File: src/rtl/sound_latch_bridge_pkg.sv
// Shared constants for the 68K-to-Z80 sound command bridge.
// Latency: n/a (constants only).
// Backpressure: n/a.
//
// Holds the Z80 I/O port numbers the address decoder uses for this block,
// the default latch clear value and the default interrupt divider.
package sound_latch_bridge_pkg;

    // Value written into the latch when the Z80 clears it.
    localparam logic [7:0]  SND_LATCH_CLR_DEFAULT = 8'h00;

    // Z80 I/O ports decoded upstream into z80_latch_clr_cs / z80_latch_r_cs.
    localparam logic [7:0]  LATCH_CLR_PORT = 8'h04;
    localparam logic [7:0]  LATCH_R_PORT   = 8'h06;

    // Default number of irq_tick strobes between Z80 maskable interrupts.
    localparam logic [15:0] SND_IRQ_DIV_DEFAULT = 16'd4;

endpackage

File: src/rtl/sound_latch_bridge_rise.sv
// 1-bit registered rising-edge detector.
// Latency: rise is combinational from level against the previous-cycle sample.
// Backpressure: none; one rise pulse per low-to-high transition of level.
//
// Ports:
//   clk    system clock
//   reset  synchronous active-high reset
//   level  input level to watch
//   rise   high in the cycle level is 1 and was 0 on the previous clock
module rise_edge_det (
    input  logic clk,
    input  logic reset,
    input  logic level,
    output logic rise
);

    logic level_q;

    // The history register tracks the live input even during reset, so a
    // level that is already high when reset drops does not look like a new
    // edge afterwards.
    always_ff @(posedge clk) begin
        level_q <= level;
    end

    assign rise = level & ~level_q;

endmodule

File: src/rtl/sound_latch_bridge.sv
// Responder side of the 68K-to-Z80 sound command path: byte latch plus Z80 IRQ timer.
// Latency: latch_dout/latch_pending/z80_int_n update 1 clk after the causing edge; latch_oe is combinational.
// Backpressure: none; every 68K write, Z80 clear and ack edge is acted on in the cycle it is seen.
//
// Ports:
//   clk, reset          system clock, synchronous active-high reset
//   m68k_din/rw/lds_n   68K write data (low byte latched), R/W, lower data strobe
//   sound_latch_cs      decoded 68K sound latch select (already AS-qualified)
//   z80_rd_n/wr_n       Z80 read / write strobes
//   z80_latch_r_cs      decoded Z80 I/O read of the latch
//   z80_latch_clr_cs    decoded Z80 I/O latch clear
//   M1_n, IORQ_n        Z80 cycle qualifiers (both low = interrupt acknowledge)
//   irq_tick            single-cycle timebase strobe for the IRQ divider
//   latch_dout          registered latch contents to the Z80 data-in mux
//   latch_oe            mux select, high during a Z80 read of the latch port
//   latch_pending       set by a 68K write, cleared by a Z80 clear
//   z80_int_n           Z80 INT_n, held low until acknowledged
module sound_latch_bridge
    import sound_latch_bridge_pkg::*;
#(
    parameter logic [15:0] IRQ_DIV   = SND_IRQ_DIV_DEFAULT,
    parameter logic [7:0]  CLR_VALUE = SND_LATCH_CLR_DEFAULT
) (
    input  logic        clk,
    input  logic        reset,
    input  logic [15:0] m68k_din,
    input  logic        m68k_rw,
    input  logic        m68k_lds_n,
    input  logic        sound_latch_cs,
    input  logic        z80_rd_n,
    input  logic        z80_wr_n,
    input  logic        z80_latch_r_cs,
    input  logic        z80_latch_clr_cs,
    input  logic        M1_n,
    input  logic        IORQ_n,
    input  logic        irq_tick,
    output logic [7:0]  latch_dout,
    output logic        latch_oe,
    output logic        latch_pending,
    output logic        z80_int_n
);

    // ------------------------------------------------------------------
    // Strobe decode and edge detection
    // ------------------------------------------------------------------
    logic wr68;
    logic clr;
    logic ack;
    logic wr68_rise;
    logic clr_rise;
    logic ack_rise;

    assign wr68 = sound_latch_cs & ~m68k_rw & ~m68k_lds_n;
    assign clr  = z80_latch_clr_cs & ~z80_wr_n;
    assign ack  = ~M1_n & ~IORQ_n;

    // Edge-triggering makes a long 68K bus cycle (wait states) or a
    // multi-clock Z80 I/O cycle act exactly once.
    rise_edge_det u_wr68_edge (
        .clk   (clk),
        .reset (reset),
        .level (wr68),
        .rise  (wr68_rise)
    );

    rise_edge_det u_clr_edge (
        .clk   (clk),
        .reset (reset),
        .level (clr),
        .rise  (clr_rise)
    );

    rise_edge_det u_ack_edge (
        .clk   (clk),
        .reset (reset),
        .level (ack),
        .rise  (ack_rise)
    );

    // Only the low byte reaches the Z80; the upper byte is intentionally dropped.
    logic unused_din_hi;
    assign unused_din_hi = ^m68k_din[15:8];

    // ------------------------------------------------------------------
    // Sound command latch
    // ------------------------------------------------------------------
    logic [7:0] latch_q;
    logic       pending_q;

    // A 68K write landing in the same cycle as a Z80 clear wins: losing a
    // fresh command is worse than the Z80 seeing it a second time.
    always_ff @(posedge clk) begin
        if (reset) begin
            latch_q   <= 8'h00;
            pending_q <= 1'b0;
        end else if (wr68_rise) begin
            latch_q   <= m68k_din[7:0];
            pending_q <= 1'b1;
        end else if (clr_rise) begin
            latch_q   <= CLR_VALUE;
            pending_q <= 1'b0;
        end
    end

    // Reads are side-effect free; a read in the capture cycle sees the
    // old registered value because latch_dout is taken from the register.
    assign latch_dout    = latch_q;
    assign latch_pending = pending_q;
    assign latch_oe      = z80_latch_r_cs & ~z80_rd_n;

    // ------------------------------------------------------------------
    // Periodic Z80 interrupt
    // ------------------------------------------------------------------
    logic [15:0] div_q;
    logic        int_n_q;
    logic        expire;

    assign expire = irq_tick & (div_q == (IRQ_DIV - 16'd1));

    // The divider free-runs regardless of INT_n; expiries while INT_n is
    // already low are simply absorbed (no interrupt queueing). An expiry
    // coinciding with an acknowledge re-asserts the request.
    always_ff @(posedge clk) begin
        if (reset) begin
            div_q   <= 16'd0;
            int_n_q <= 1'b1;
        end else begin
            if (irq_tick) begin
                if (expire) begin
                    div_q <= 16'd0;
                end else begin
                    div_q <= div_q + 16'd1;
                end
            end

            if (expire) begin
                int_n_q <= 1'b0;
            end else if (ack_rise) begin
                int_n_q <= 1'b1;
            end
        end
    end

    assign z80_int_n = int_n_q;

endmodule

File: config.mk
export PLATFORM = sky130hd
export DESIGN_NAME = sound_latch_bridge
export DESIGN_NICKNAME = d
export VERILOG_FILES = /design/src/rtl/sound_latch_bridge_pkg.sv /design/src/rtl/sound_latch_bridge_rise.sv /design/src/rtl/sound_latch_bridge.sv
export SDC_FILE = /design/constraint.sdc
export NUM_CORES = 1
export LEC_CHECK = 0
export CAP_MARGIN = 20
export CORE_ASPECT_RATIO = 1.75
export CORE_MARGIN = 2
export CORE_UTILIZATION = 45
export CTS_CLUSTER_DIAMETER = 60
export DETAILED_ROUTE_END_ITERATION = 7
export PLACE_DENSITY_LB_ADDON = 0.2
export SLEW_MARGIN = 20
export SYNTH_ARGS = -nofsm -noshare
export SYNTH_HDL_FRONTEND = slang
export SYNTH_SLANG_ARGS = --single-unit
export TNS_END_PERCENT = 30
File: constraint.sdc
create_clock -name clk -period 3.1 [get_ports clk]
set_input_delay 0.93 -clock clk [delete_from_list [all_inputs] [get_ports clk]]
set_output_delay 0.93 -clock clk [all_outputs]
set_load 0.005 [all_outputs]
; Yosys cells after proc, flatten, opt, wreduce, memory -nomap -nowiden
; Cells that the tools add are included.
[totals]
register_bits = 29
latch_bits = 0
ram_bits = 0
mem_bits_ro = 0
memories = 0
[op_classes]
addsub = 1
mul = 0
div_mod_pow = 0
n_lt_le_gt_ge = 0
n_eq_ne = 1
shifts = 0
muxes = 7
bitwise_logic = 18
reduce_logical = 2
[op_table]
columns = operator, count
row1 = $add 16x1->16 const B, 1
row2 = $eq 16x2->1 const B, 1
row3 = $mux 16, 1
row4 = $mux 8, 2
row5 = $and 1x1->1, 9
row6 = $not 1->1, 9
row7 = $mux 1, 4
row8 = $reduce_bool 2->1, 2

; Depth between registers and ports, before layout
[logic_depth]
ltp_word = 5
depth_mapped = 6
mapped_depth_nobuf = 5

; Hierarchy
; A second synthesis with hierarchy kept.
[hier_totals]
cells_unflattened = 140
area_unflattened_um2 = 1265.0
[modules_own_cells]
columns = mod, instances, cells_per_inst, area_each_um2
row1 = sound_latch_bridge, 1, 134, 1163.6
row2 = rise_edge_det, 3, 2, 33.8

; Worst setup path after synthesis
; No wires, ideal clock.
[synth_timing]
kind = input to register
start = in irq_tick
end = reg div_q[10]
arrival_ns = 1.883
required_time_ns = 2.983
slack_ns = 1.100
stages = 6
path_buffers = 2
path_cell_list = buf_2 nor4bb_1 nand4_1 nand2b_1 buf_2 nor2_1
[synth_via]
elab_chain_cells = 2
[synth_lines]
columns = element, line
row1 = "start, declared", sound_latch_bridge.sv:36  ; input logic irq_tick,
row2 = $and 1x1->1, sound_latch_bridge.sv:118  ; assign expire = irq_tick & (div_q == (IRQ_DIV - 16'd1));
row3 = $mux 16, sound_latch_bridge.sv:129  ; if (expire) begin
row4 = "end signal, assigned", sound_latch_bridge.sv:132  ; div_q <= div_q + 16'd1;
row5 = "end, declared", sound_latch_bridge.sv:114  ; logic [15:0] div_q;
; Parallel ways exist; a longest one is shown, timed or not.
; A chain may end at the register's enable or synchronous reset.

; Worst setup path in the final report
[layout_timing]
start = in z80_latch_r_cs
end = out latch_oe
[layout_via]
elab_chain_cells = 1
[layout_lines]
columns = element, line
row1 = "start, declared", sound_latch_bridge.sv:32  ; input logic z80_latch_r_cs,
row2 = $and 1x1->1, sound_latch_bridge.sv:109  ; assign latch_oe = z80_latch_r_cs & ~z80_rd_n;
row3 = "end, declared", sound_latch_bridge.sv:38  ; output logic latch_oe,
; Every way passes these cells.

==> flow_summary.yaml <==
power_and_ir_drop:
  power_density_nw_per_um2: 452
  switching_share_pct: 22.5
  p_int_mw: 0.567
  power_frac_comb_pct: 8.7
  switchingPower_mw: 0.164
  p_leak_nw: 0.546
  vdd_drop_max_uv: 341
  p_seq_share_pct: 52.8
  p_clk_share_pct: 38.5
clock_network:
  ctsHoldBuffers: 0
  clk_latency_ps: 280
  cts_setup_buffers: 0
  cts.path.max_buffers: 2
  cts_resized: 0
  clock_sinks: 29
  htree_levels: 2
  cts_tree: "done"
  clkTransAtPathRegs_ps: 60
  cts_made_buffers: 5
  clock-root-buffer: "clkbuf_8"
route:
  wl_mm: 2.76
  via_per_inst: 5.41
  vias: 1088
  drt_iter0_markers: 11
  ant_nets: 0
  drtPass1Iterations: 4
  wl_per_cell_microns: 13.7
  drc_errors: 0
status:
  status: "completed"
setup_path:
  worstSetupPathType: "primary input to primary output"
  path_buf_inv: 2
  crit_path_max_incr_delay_ps: 500
  arrival_ps: 2000
  critical_path_required_ps: 2170
  crit_path_cell_trace: "clkdlybuf4s50_1 > nor2b_1 > clkdlybuf4s50_1"
  path_delay_family: "buffers and inverters"
  slowest_stage: "clkdlybuf4s50_1"
  path_max_fanout: 1
  critPathCaptureType: "primary output"
  startpoint_type: "primary input"
  crit_top_cell: "clkdlybuf4s50_1"
place:
  place_ws_ps: 168
  post-dp-hpwl_mm: 2.06
  io_buffers: 30
  place_congestion: 0.791
timing:
  fmaxAchievable_mhz: 341
  slew_headroom_pct: 60.5
  worstMarginPinSlew_ps: 591
  skew_ps: 5.47
  slew_viol_final: 0
  hold_viol: 0
  min_period_over_period_pct: 94.5
  rsz0062_at_grt: "false"
  fin_crit_ps: 2930
  setup_viol: 0
  setup-tns-final_ps: 0
  setup_ws_ps: 170
floorplan:
  die_h_microns: 72.7
  dieArea_sq_um: 3150
  coreArea_sq_um: 2630
  die_x_microns: 43.3
  initial_core_util_pct: 46.2
  rows: 25
  ios: 39
cells_and_area:
  drive_above_1_share_pct: 6.32
  fill_cells: 249
  antenna_cells: 0
  final_nets: 204
  mostFrequentLayoutCells: "clkdlybuf4s50_1, dfxtp_1, nor2_1"
  area_growth_pct: 33.3
  final_common_cell: "clkdlybuf4s50_1"
global_route:
  met3_usage_pct: 6.68
  top_usage_layer: "met2"
  antenna_found_initial: 0
  grt_pass1_wl_mm: 4.84
  overflow: 0
  grt_usage_pct: 20.6
  use_met2_pct: 36.7
  grt_use_met1_pct: 21.2
  first_global_vias: 1121
  grt_max_degree: 16
yosys:
  synthTopCellsByArea: "dfxtp_1, xnor2_1, nor2_1, nand3_1, a21oi_1"
  synth_top_area_share_pct: 47.8
  synth_area_leader_cell: "dfxtp_1"
  syn_area_per_cell_sq_um: 8.62
  yosysWarnings: 0
  synth_cell_type_count: 23
  synth_nets: 170
  ys_seq_elements: 29
  syn_area_sq_um: 1210
  synthCells: 141
  seq_area_frac_synth_pct: 47.8
job:
  maxCapViolations: 0
worst_hold_path:
  hp-class: "register to register"
-- cells in the mapped netlist --
master and n:
xor2_1 3, nand2_1 14, nor3_1 3, nand2b_1 8, clkbuf_1 3, inv_1 2, o21ai_0 1, o22ai_1 1
nor3b_1 1, nand3_1 12, dfxtp_1 29, a41o_1 1, a21oi_1 11, xnor2_1 10, nand4_1 5, buf_2 3
nor4bb_1 1, nor2b_1 3, nor4_1 8, nor3_2 1, ha_1 1, nor2_1 19, nand4_4 1
-- layer usage --
layer	part of all wire, %	wire (microns)
met2	57	1570
met3	4.5	124
met1	36	1000
met4	2.1	58
met5	0	0
-- area by class of cell --
class / count / area (sq um) / share of cell area, %
flip-flops and latches: 29 / 581 / 35.9
clock inverters: 1 / 5.00 / 0.309
multi-input cells: 104 / 601 / 37.1
clock buffers: 5 / 68.8 / 4.25
repair buffers: 33 / 323 / 19.9
well taps: 27 / 33.8 / 2.09
inverters: 2 / 7.51 / 0.464
-- worst register-to-register path, delay by kind of cell, from the launching register on --
family                   cells  cell delay [ps]
AO/OA/AOI/OAI                1               90
buffers and inverters        1              200
AND/OR/NAND/NOR              3              560
adder cells (fa/ha/maj)      1              250
flip-flops                   1              410
-- state kept, by name, indices dropped and copies added, names as in the netlist --
signal,cells
u_wr68_edge.level_q,1
latch_dout,8
latch_pending,1
div_q,16
z80_int_n,1
u_clr_edge.level_q,1
u_ack_edge.level_q,1
-- logic make-up (layout without fill, tap and decap cells) --
group,count (synthesis),in the layout,synth area share [%]
simple gates,76,76,32.8
xor+xnor,13,13,9.37
buf+inv,8,41,2.78
flops,29,29,47.8
fa+ha+maj,1,1,1.03
compound gates,14,14,6.28
-- worst paths after layout --
path | from | endpoint | slack [ps] | cells after the start
worst max-delay path | z80_latch_r_cs | latch_oe | 170 | 3
worst min-delay path | latch_dout[2] | latch_dout[2] | 470 | 2
worst max register to register | div_q[0] | div_q[0] | 1470 | 6
worst min register to register | latch_dout[2] | latch_dout[2] | 470 | 2
-- power groups by stage --
| stage | combinational (mW) | sequential (mW) | clock, mW |
|---|---|---|---|
| after floorplan | 0.0241 | 0.394 | 0 |
| after global placement | 0.0614 | 0.394 | 0 |
| after detailed placement | 0.0633 | 0.394 | 0 |
| after CTS | 0.0638 | 0.387 | 0.283 |
| after global routing | 0.0695 | 0.387 | 0.301 |
| final | 0.0633 | 0.386 | 0.282 |
-- stage by stage --
stage	util (%)	instance area, sq um	power, mW	instances	hold WS (ps)
3_3_place_gp	58.8	1550	0.456	195	458
3_5_place_dp	58.8	1550	0.458	195	463
6_report	61.6	1620	0.731	201	472
4_1_cts	61.6	1620	0.734	201	475
2_1_floorplan	-	1210	0.418	141	464
5_1_grt	61.6	1620	0.758	201	494
Power figures use the tool's default switching activity.
